`config.mk`:
```
export PLATFORM = sky130hd
export DESIGN_NAME = cpu_sequencer
export DESIGN_NICKNAME = d
export VERILOG_FILES = /design/src/rtl/cpu_sequencer.sv
export SDC_FILE = /design/constraint.sdc
export NUM_CORES = 1
export LEC_CHECK = 0
export ABC_AREA = 0
export CAP_MARGIN = 20
export CORE_UTILIZATION = 40
export DETAILED_ROUTE_END_ITERATION = 10
export GPL_ROUTABILITY_DRIVEN = 0
export HOLD_SLACK_MARGIN = 0.1
export PLACE_DENSITY = 0.63
export SLEW_MARGIN = 5
export SYNTH_ARGS = -nofsm -noshare
export SYNTH_HDL_FRONTEND = slang
export SYNTH_SLANG_ARGS = --single-unit
export TNS_END_PERCENT = 30
```
`constraint.sdc`:
```
create_clock -name clk_in -period 2 [get_ports clk_in]
set_input_delay 0.5 -clock clk_in [delete_from_list [all_inputs] [get_ports clk_in]]
set_output_delay 0.5 -clock clk_in [all_outputs]
set_load 0.01 [all_outputs]
```
`src/rtl/cpu_sequencer.sv`:
```
// Multi-cycle control sequencer: steps each instruction through FETCH/DECODE/EXEC/MEM/WB
// and decodes per-phase write enables from the current state and decoder fields.
module cpu_sequencer #(
   parameter int unsigned MEM_WAIT_MAX = 15
) (
   input  logic        clk_in,
   input  logic        rst_in,
   input  logic        run_in,
   input  logic        step_in,
   input  logic [1:0]  dec_op_in,
   input  logic        dec_load_in,
   input  logic        dec_store_in,
   input  logic        dec_wr_in,
   input  logic        dec_flags_in,
   input  logic        dec_jump_in,
   input  logic        mem_ready_in,
   output logic        ir_we_out,
   output logic        pc_en_out,
   output logic        pc_sel_out,
   output logic        flags_we_out,
   output logic        reg_we_out,
   output logic        mem_req_out,
   output logic        mem_we_out,
   output logic        busy_out,
   output logic        timeout_err_out,
   output logic [2:0]  state_out,
   output logic [15:0] instr_count_out
);

   localparam int unsigned CNT_W  = 16;
   localparam int unsigned WAIT_W = 8;

   typedef enum logic [2:0] {
      S_IDLE   = 3'd0,
      S_FETCH  = 3'd1,
      S_DECODE = 3'd2,
      S_EXEC   = 3'd3,
      S_MEM    = 3'd4,
      S_WB     = 3'd5,
      S_ERR    = 3'd6
   } state_t;

   localparam logic [1:0] OP_LDST  = 2'd1;
   localparam logic [1:0] OP_BRANCH = 2'd2;
   localparam logic [1:0] OP_UNDEF = 2'd3;

   state_t            state_q, state_d;
   logic [CNT_W-1:0]  cnt_q, cnt_d;
   logic [WAIT_W-1:0] wait_q, wait_d;
   logic              step_q;
   logic              step_rise;
   logic              retire;

   // A load is implied by op=1 without store; the load flag carries no extra control.
   logic unused_load;
   assign unused_load = dec_load_in;

   assign step_rise = step_in & ~step_q;

   // State, counters and step edge detector
   always_ff @(posedge clk_in) begin
      if (rst_in) begin
         state_q <= S_IDLE;
         cnt_q   <= '0;
         wait_q  <= '0;
         step_q  <= 1'b0;
      end else begin
         state_q <= state_d;
         cnt_q   <= cnt_d;
         wait_q  <= wait_d;
         step_q  <= step_in;
      end
   end

   // Next state and per-phase enables
   always_comb begin
      state_d      = state_q;
      cnt_d        = cnt_q;
      wait_d       = wait_q;
      retire       = 1'b0;
      ir_we_out    = 1'b0;
      pc_en_out    = 1'b0;
      pc_sel_out   = 1'b0;
      flags_we_out = 1'b0;
      reg_we_out   = 1'b0;
      mem_req_out  = 1'b0;
      mem_we_out   = 1'b0;

      case (state_q)
         S_IDLE: begin
            if (run_in || step_rise) state_d = S_FETCH;
         end
         S_FETCH: begin
            ir_we_out = 1'b1;
            state_d   = S_DECODE;
         end
         S_DECODE: begin
            state_d = S_EXEC;
         end
         S_EXEC: begin
            flags_we_out = dec_flags_in & (dec_op_in != OP_UNDEF);
            if (dec_op_in == OP_LDST) begin
               state_d = S_MEM;
               wait_d  = '0;
            end else if (dec_op_in == OP_BRANCH) begin
               pc_en_out  = 1'b1;
               pc_sel_out = dec_jump_in;
               reg_we_out = dec_wr_in;
               retire     = 1'b1;
            end else begin
               state_d = S_WB;
            end
         end
         S_MEM: begin
            mem_req_out = 1'b1;
            mem_we_out  = dec_store_in;
            if (mem_ready_in) begin
               state_d = S_WB;
            end else if (wait_q == WAIT_W'(MEM_WAIT_MAX - 1)) begin
               state_d = S_ERR;
            end else begin
               wait_d = wait_q + WAIT_W'(1);
            end
         end
         S_WB: begin
            pc_en_out  = 1'b1;
            reg_we_out = dec_wr_in & ~dec_store_in & (dec_op_in != OP_UNDEF);
            retire     = 1'b1;
         end
         S_ERR: begin
            state_d = S_ERR;
         end
         default: begin
            state_d = S_IDLE;
         end
      endcase

      // Retirement always finishes the instruction before honouring run_in
      if (retire) begin
         cnt_d   = cnt_q + CNT_W'(1);
         state_d = run_in ? S_FETCH : S_IDLE;
      end
   end

   assign busy_out        = (state_q != S_IDLE) && (state_q != S_ERR);
   assign timeout_err_out = (state_q == S_ERR);
   assign state_out       = state_q;
   assign instr_count_out = cnt_q;

endmodule

```
# [Yosys cells after proc, flatten, opt, wreduce, memory -nomap -nowiden]
# Cells that the tools add are included.
[word_totals] ramBits=0 elab_cells=62 regBits=28 mem_count=0 latch_bits=0 romBits=0 in_bits=12
[op_classes] n_eq_ne=18 add_sub_neg=2 mux=25 shifts=0 div_mod_pow=0 bitwise_logic=6 n_mul=0 magnitude_cmp=0 reduce_logical=7
[op_table] cell="$mux 8" n=3
[op_table] cell="$pmux 3 s7" n=1
[op_table] cell="$mux 3" n=6
[op_table] cell="$add 16x1->16 const B" n=1
[op_table] cell="$pmux 8 s2" n=1
[op_table] cell="$mux 1" n=12
[op_table] cell="$ne 2x2->1 const B" n=5
[op_table] cell="$eq 3x3->1 const B" n=3
[op_table] cell="$add 8x1->8 const B" n=1
[op_table] cell="$eq 8x4->1 const B" n=1
[op_table] cell="$ne 4x4->1 const B" n=2
[op_table] cell="$reduce_and 4->1" n=2
[op_table] cell="$eq 3x2->1 const B" n=2
[op_table] cell="$ne 3x3->1 const B" n=2
[op_table] cell="$and 1x1->1" n=4
[op_table] cell="$pmux 1 s2" n=2
[op_table] cell="$eq 3x1->1 const B" n=1
[op_table] cell="$logic_not 3->1" n=1
[op_table] cell="$reduce_bool 3->1" n=1
[op_table] cell="$eq 2x1->1 const B" n=1
[op_table] cell="$eq 2x2->1 const B" n=1
[op_table] cell="$not 1->1" n=2
[op_table] cell="$reduce_bool 2->1" n=1
[op_table] cell="$logic_and 1x1->1" n=1
[op_table] cell="$logic_or 1x1->1" n=1

# [Logic depth before layout (Yosys ltp)]
# Gate-level depths: netlist of run 1.
[depth] depth_word=6 mapped_depth=7 depth_no_buf=6

# [Worst setup path before layout of run 1]
# Ideal clock, no wire load.
[synth_timing] path_type="in2out" start="input dec_op_in[0]" end="output pc_en_out" path_slack_ns=0.280 path_stages=3 arrival_ns=1.220 cell_sequence="nand4bb_1 -> buf_2 -> a21oi_1"
[synth_via] elab_chain_len=4 elab_cells_between_ends=5 classes_between="eq/ne: 2; mux: 3"
[synth_rtl] element="from (decl)" line_no="10" rtl="input logic [1:0] dec_op_in,"
[synth_rtl] element="$eq 2x2->1" line_no="105" rtl="end else if (dec_op_in == OP_BRANCH) begin"
[synth_rtl] element="$mux 1" line_no="105"
[synth_rtl] element="$mux 1 (*)" line_no="102" rtl="if (dec_op_in == OP_LDST) begin"
[synth_rtl] element="$pmux 1 s2 (*)" line_no="89" rtl="case (state_q)"
[synth_rtl] element="to (decl)" line_no="18" rtl="output logic pc_en_out,"
# Every way passes the cells marked *; elsewhere a longest branch is shown, timed or not.

# [Worst setup path in the final report of run 1]
[layout_timing] start="input dec_op_in[0]" end="output reg_we_out"
[layout_via] elab_chain_len=4 elab_cells_between_ends=7 classes_between="eq/ne: 3; mux: 3; bitwise: 1"
[layout_rtl] element="$eq 2x2->1" line_no="105"
[layout_rtl] element="$mux 1" line_no="105"
[layout_rtl] element="$mux 1" line_no="102"
[layout_rtl] element="$pmux 1 s2 (*)" line_no="89"
[layout_rtl] element="to (decl)" line_no="21" rtl="output logic reg_we_out,"
# Marked as above.

==> results of run 1 <==
[worst min-delay path by stage]
stage | start | end | slack [ns] | depth (start not counted)
after floorplan | wait_q[7]$_SDFFE_PP0P_ | wait_q[7]$_SDFFE_PP0P_ | 0.48 | 2
after global routing | instr_count_out[14]$_SDFFE_PP0P_ | instr_count_out[14]$_SDFFE_PP0P_ | 0.54 | 2
after detailed placement | instr_count_out[14]$_SDFFE_PP0P_ | instr_count_out[14]$_SDFFE_PP0P_ | 0.49 | 2
final | instr_count_out[14]$_SDFFE_PP0P_ | instr_count_out[14]$_SDFFE_PP0P_ | 0.51 | 2
after CTS | instr_count_out[14]$_SDFFE_PP0P_ | instr_count_out[14]$_SDFFE_PP0P_ | 0.51 | 2
after global placement | instr_count_out[10]$_SDFFE_PP0P_ | instr_count_out[10]$_SDFFE_PP0P_ | 0.48 | 2
[final cells by class]
type,instances,area share (%)
sequential,28,26.3
clock buffer,4,2.55
tap,48,2.78
timing repair buffer,56,22.8
inverter,9,1.74
multi-input combinational,134,43.8
[power groups by stage]
stage               clock network [uW]  logic [uW]  registers, uW
finish                             346         209            598
global route                       381         227            600
detailed placement                   0         214            604
global placement                     0         211            603
CTS                                363         209            598
floorplan                            0         118            592
[per-stage QoR]
stage	hold WS [ns]	power, uW
detailed placement	0.492	818
global placement	0.479	813
finish	0.507	1150
floorplan	0.478	710
global route	0.539	1210
CTS	0.507	1170
[cells in the mapped netlist, types with 4 or more instances]
library cell  number
a2111o_1           5
a211oi_1           5
a21o_1             4
a21oi_1           12
buf_2              4
dfxtp_1           28
inv_1              9
nand2_1           16
nand2b_1           4
nand3_1            9
nand4_1            6
nor2_1            12
o2111ai_1          5
o21ai_0            6
or3_1              5
xnor2_1            7
[cells by family (layout without fill, tap and decap cells)]
logic type / Yosys count / count (layout) / share of synthesized area [%]
adders and majority gates: 3 / 3 / 2.41
muxes: 2 / 2 / 1.36
and+or+nand+nor: 74 / 74 / 27.0
xor gates and xnor gates: 7 / 7 / 3.93
AOI/OAI and AO/OA: 48 / 48 / 23.9
buffers and inverters: 19 / 69 / 5.46
DFF: 28 / 28 / 36.0
[repair_timing]
action	4_1_cts	5_1_grt
hold buffers	0	0
resized for setup	32	2
pin swaps	1	2
endpoints found under the setup margin	12	8
endpoints found under the hold margin	0	0
gates cloned	0	0
[state kept, by name (all words and copies together) (netlist names)]
signal,cells
instr_count_out,16
state_out,3
step_q,1
wait_q,8
[layer usage]
metal  vias up  wire length, microns  track usage (%)
met4         0                    28             6.94
met2        22                  1950             35.3
met3         4                    89             3.70
li1        774                     -                -
met1       717                  1680             21.3
met5         -                     0                0
[critical path, delay by kind of cell]
family                 cells  cell delay [ns]
buffers and inverters      3             0.71
AO/OA/AOI/OAI              1             0.13
AND/OR/NAND/NOR            2             0.14
==> results_dict.tcl, run 1 <==
set metrics [dict create \
    outcome "finished, final reports clean" \
    period_minus_slack_ns 1.99 \
    final_area_sq_um 2160 \
    place_inst 275 \
    worstPathCellList "clkdlybuf4s50_1 -> buf_4 -> nand2_1 -> nand2_1 -> a21oi_1 -> buf_2" \
    cts_buffer_depth 2 \
    diodes 0 \
    cts_tree "built" \
    clk_latency_ns 0.27 \
    p_leak_uw 0.000789 \
    sw_frac_of_total_pct 25.6 \
    powerDensity_nw_per_um2 534 \
    timing.reg2reg.setup_slack_ns 0.09 \
    final_common_cell "clkdlybuf4s50_1" \
    die_w_microns 64.4 \
    synth-edff-count 0 \
    drc 0 \
    pre_cts_ws_ns -0.452 \
    final_core_util_pct 58.6 \
    maxSlewViolCount 0 \
    internal-power_uw 858 \
    cap_viol_max_count 0 \
    arrival_ns 1.49 \
    r2r-end "state_out[1]$_SDFFE_PP0P_" \
    final_net_count 247 \
    r2r_cells 4 \
    num_vias 1517 \
    start_util_pct 42.3 \
    min_path_type "reg -> reg" \
    grt_usage_pct 19.0 \
    syn_area_sq_um 1560 \
    setup_violations 0 \
    post_synth_main_area_contributors "dfxtp_1 36%, xnor2_1 3.9%, a21oi_1 3.9%, nand2_1 3.9%, a2111o_1 3.6%" \
    ir_drop_v 0.000448 \
    crit_type "in -> out" \
    final.fill_count 339 \
    post_dp_cell_area_sq_um 2080 \
    worst_path_max_delay_cell "clkdlybuf4s50_1" \
    fin_ws_ns 0.00765 \
    worst_slew_pin_slew_ns 0.459 \
    startpoint "dec_op_in[0]" \
    grt_antenna_before_repair 0 \
    endpoint "reg_we_out" \
    seqPwrFrac_pct 51.8 \
    clk_pin_slew_ns 0.09 \
    synth_top_cell_by_area "dfxtp_1" \
    synth-main-ff-cell "dfxtp_1" \
    multi_input_area_sq_um 947 \
    post-dp-hpwl_microns 2900 \
    numCtsBuffers 3 \
    crit_top_cell "nand2_1" \
    fmaxAchievable_ghz 0.502 \
    p_comb_share_pct 18.2 \
    ys_warn_count 0 \
    rsz0062_at_grt "yes" \
    start_kind "input pin" \
    postCtsSetupRepairBufs 0 \
    yosysSeqAreaShare_pct 36.0 \
    synth_nets 196 \
    syn_to_final_growth_pct 38.6 \
    detail_route.wl_per_cell_microns 13.4 \
    cts_max_level 1 \
    yosysUniqueCellTypes 47 \
    core_area_sq_um 3690 \
    final_cells 279 \
    ys_async_sr_fraction_pct 0 \
    grt_max_degree 20 \
    r2r_start "wait_q[7]$_SDFFE_PP0P_" \
    crit_path_max_incr_delay_ns 0.42 \
    clkPwrFrac_pct 30.0 \
    boundaryPins 40 \
    ys_ff_latch 28 \
    yosysTopAreaCellShare_pct 36.0 \
    dieArea_sq_um 4150 \
    seqCellArea_sq_um 569 \
    grt_pass1_vias 1513 \
    slew_headroom_pct 69.3 \
    grt.overflow.total 0 \
    cts.sinks 28 \
    crit_path_end_kind "primary output" \
    drive_gt1_share_pct 17.7 \
    ant_nets 0 \
    root_buffer "clkbuf_8" \
    avgSynthCellArea_sq_um 8.61 \
    min_period_over_period_pct 99.6 \
    layout_common_cells "28 x clkdlybuf4s50_1, 25 x dfxtp_1, 17 x buf_4" \
    critPathMaxFanout 5 \
    grt_pass1_wl_microns 6330 \
    wl_microns 3750 \
    viasPerCell 5.44 \
    hold_viol 0 \
    synthCells 181 \
    firstDrtPassIters 4 \
    finalClockSkew_ns 0.00296 \
    p_switching_uw 296 \
    drt_iter0_markers 61 \
    fin_setup_tns_ns 0 \
    rows 22 \
    cp.required_ns 1.50 \
    die_h_microns 64.4 \
    io_buffers 38 \
]
Power figures use the tool's default switching activity.
==> run 2: changes to the inputs <==
--- a/config.mk
+++ b/config.mk
@@ -9,7 +9,6 @@
 export CAP_MARGIN = 20
 export CORE_UTILIZATION = 40
 export DETAILED_ROUTE_END_ITERATION = 10
-export GPL_ROUTABILITY_DRIVEN = 0
 export HOLD_SLACK_MARGIN = 0.1
 export PLACE_DENSITY = 0.63
 export SLEW_MARGIN = 5
==> results of run 2 <==
Same layout as run 1: the final DEF is identical, and so are final timing and power.
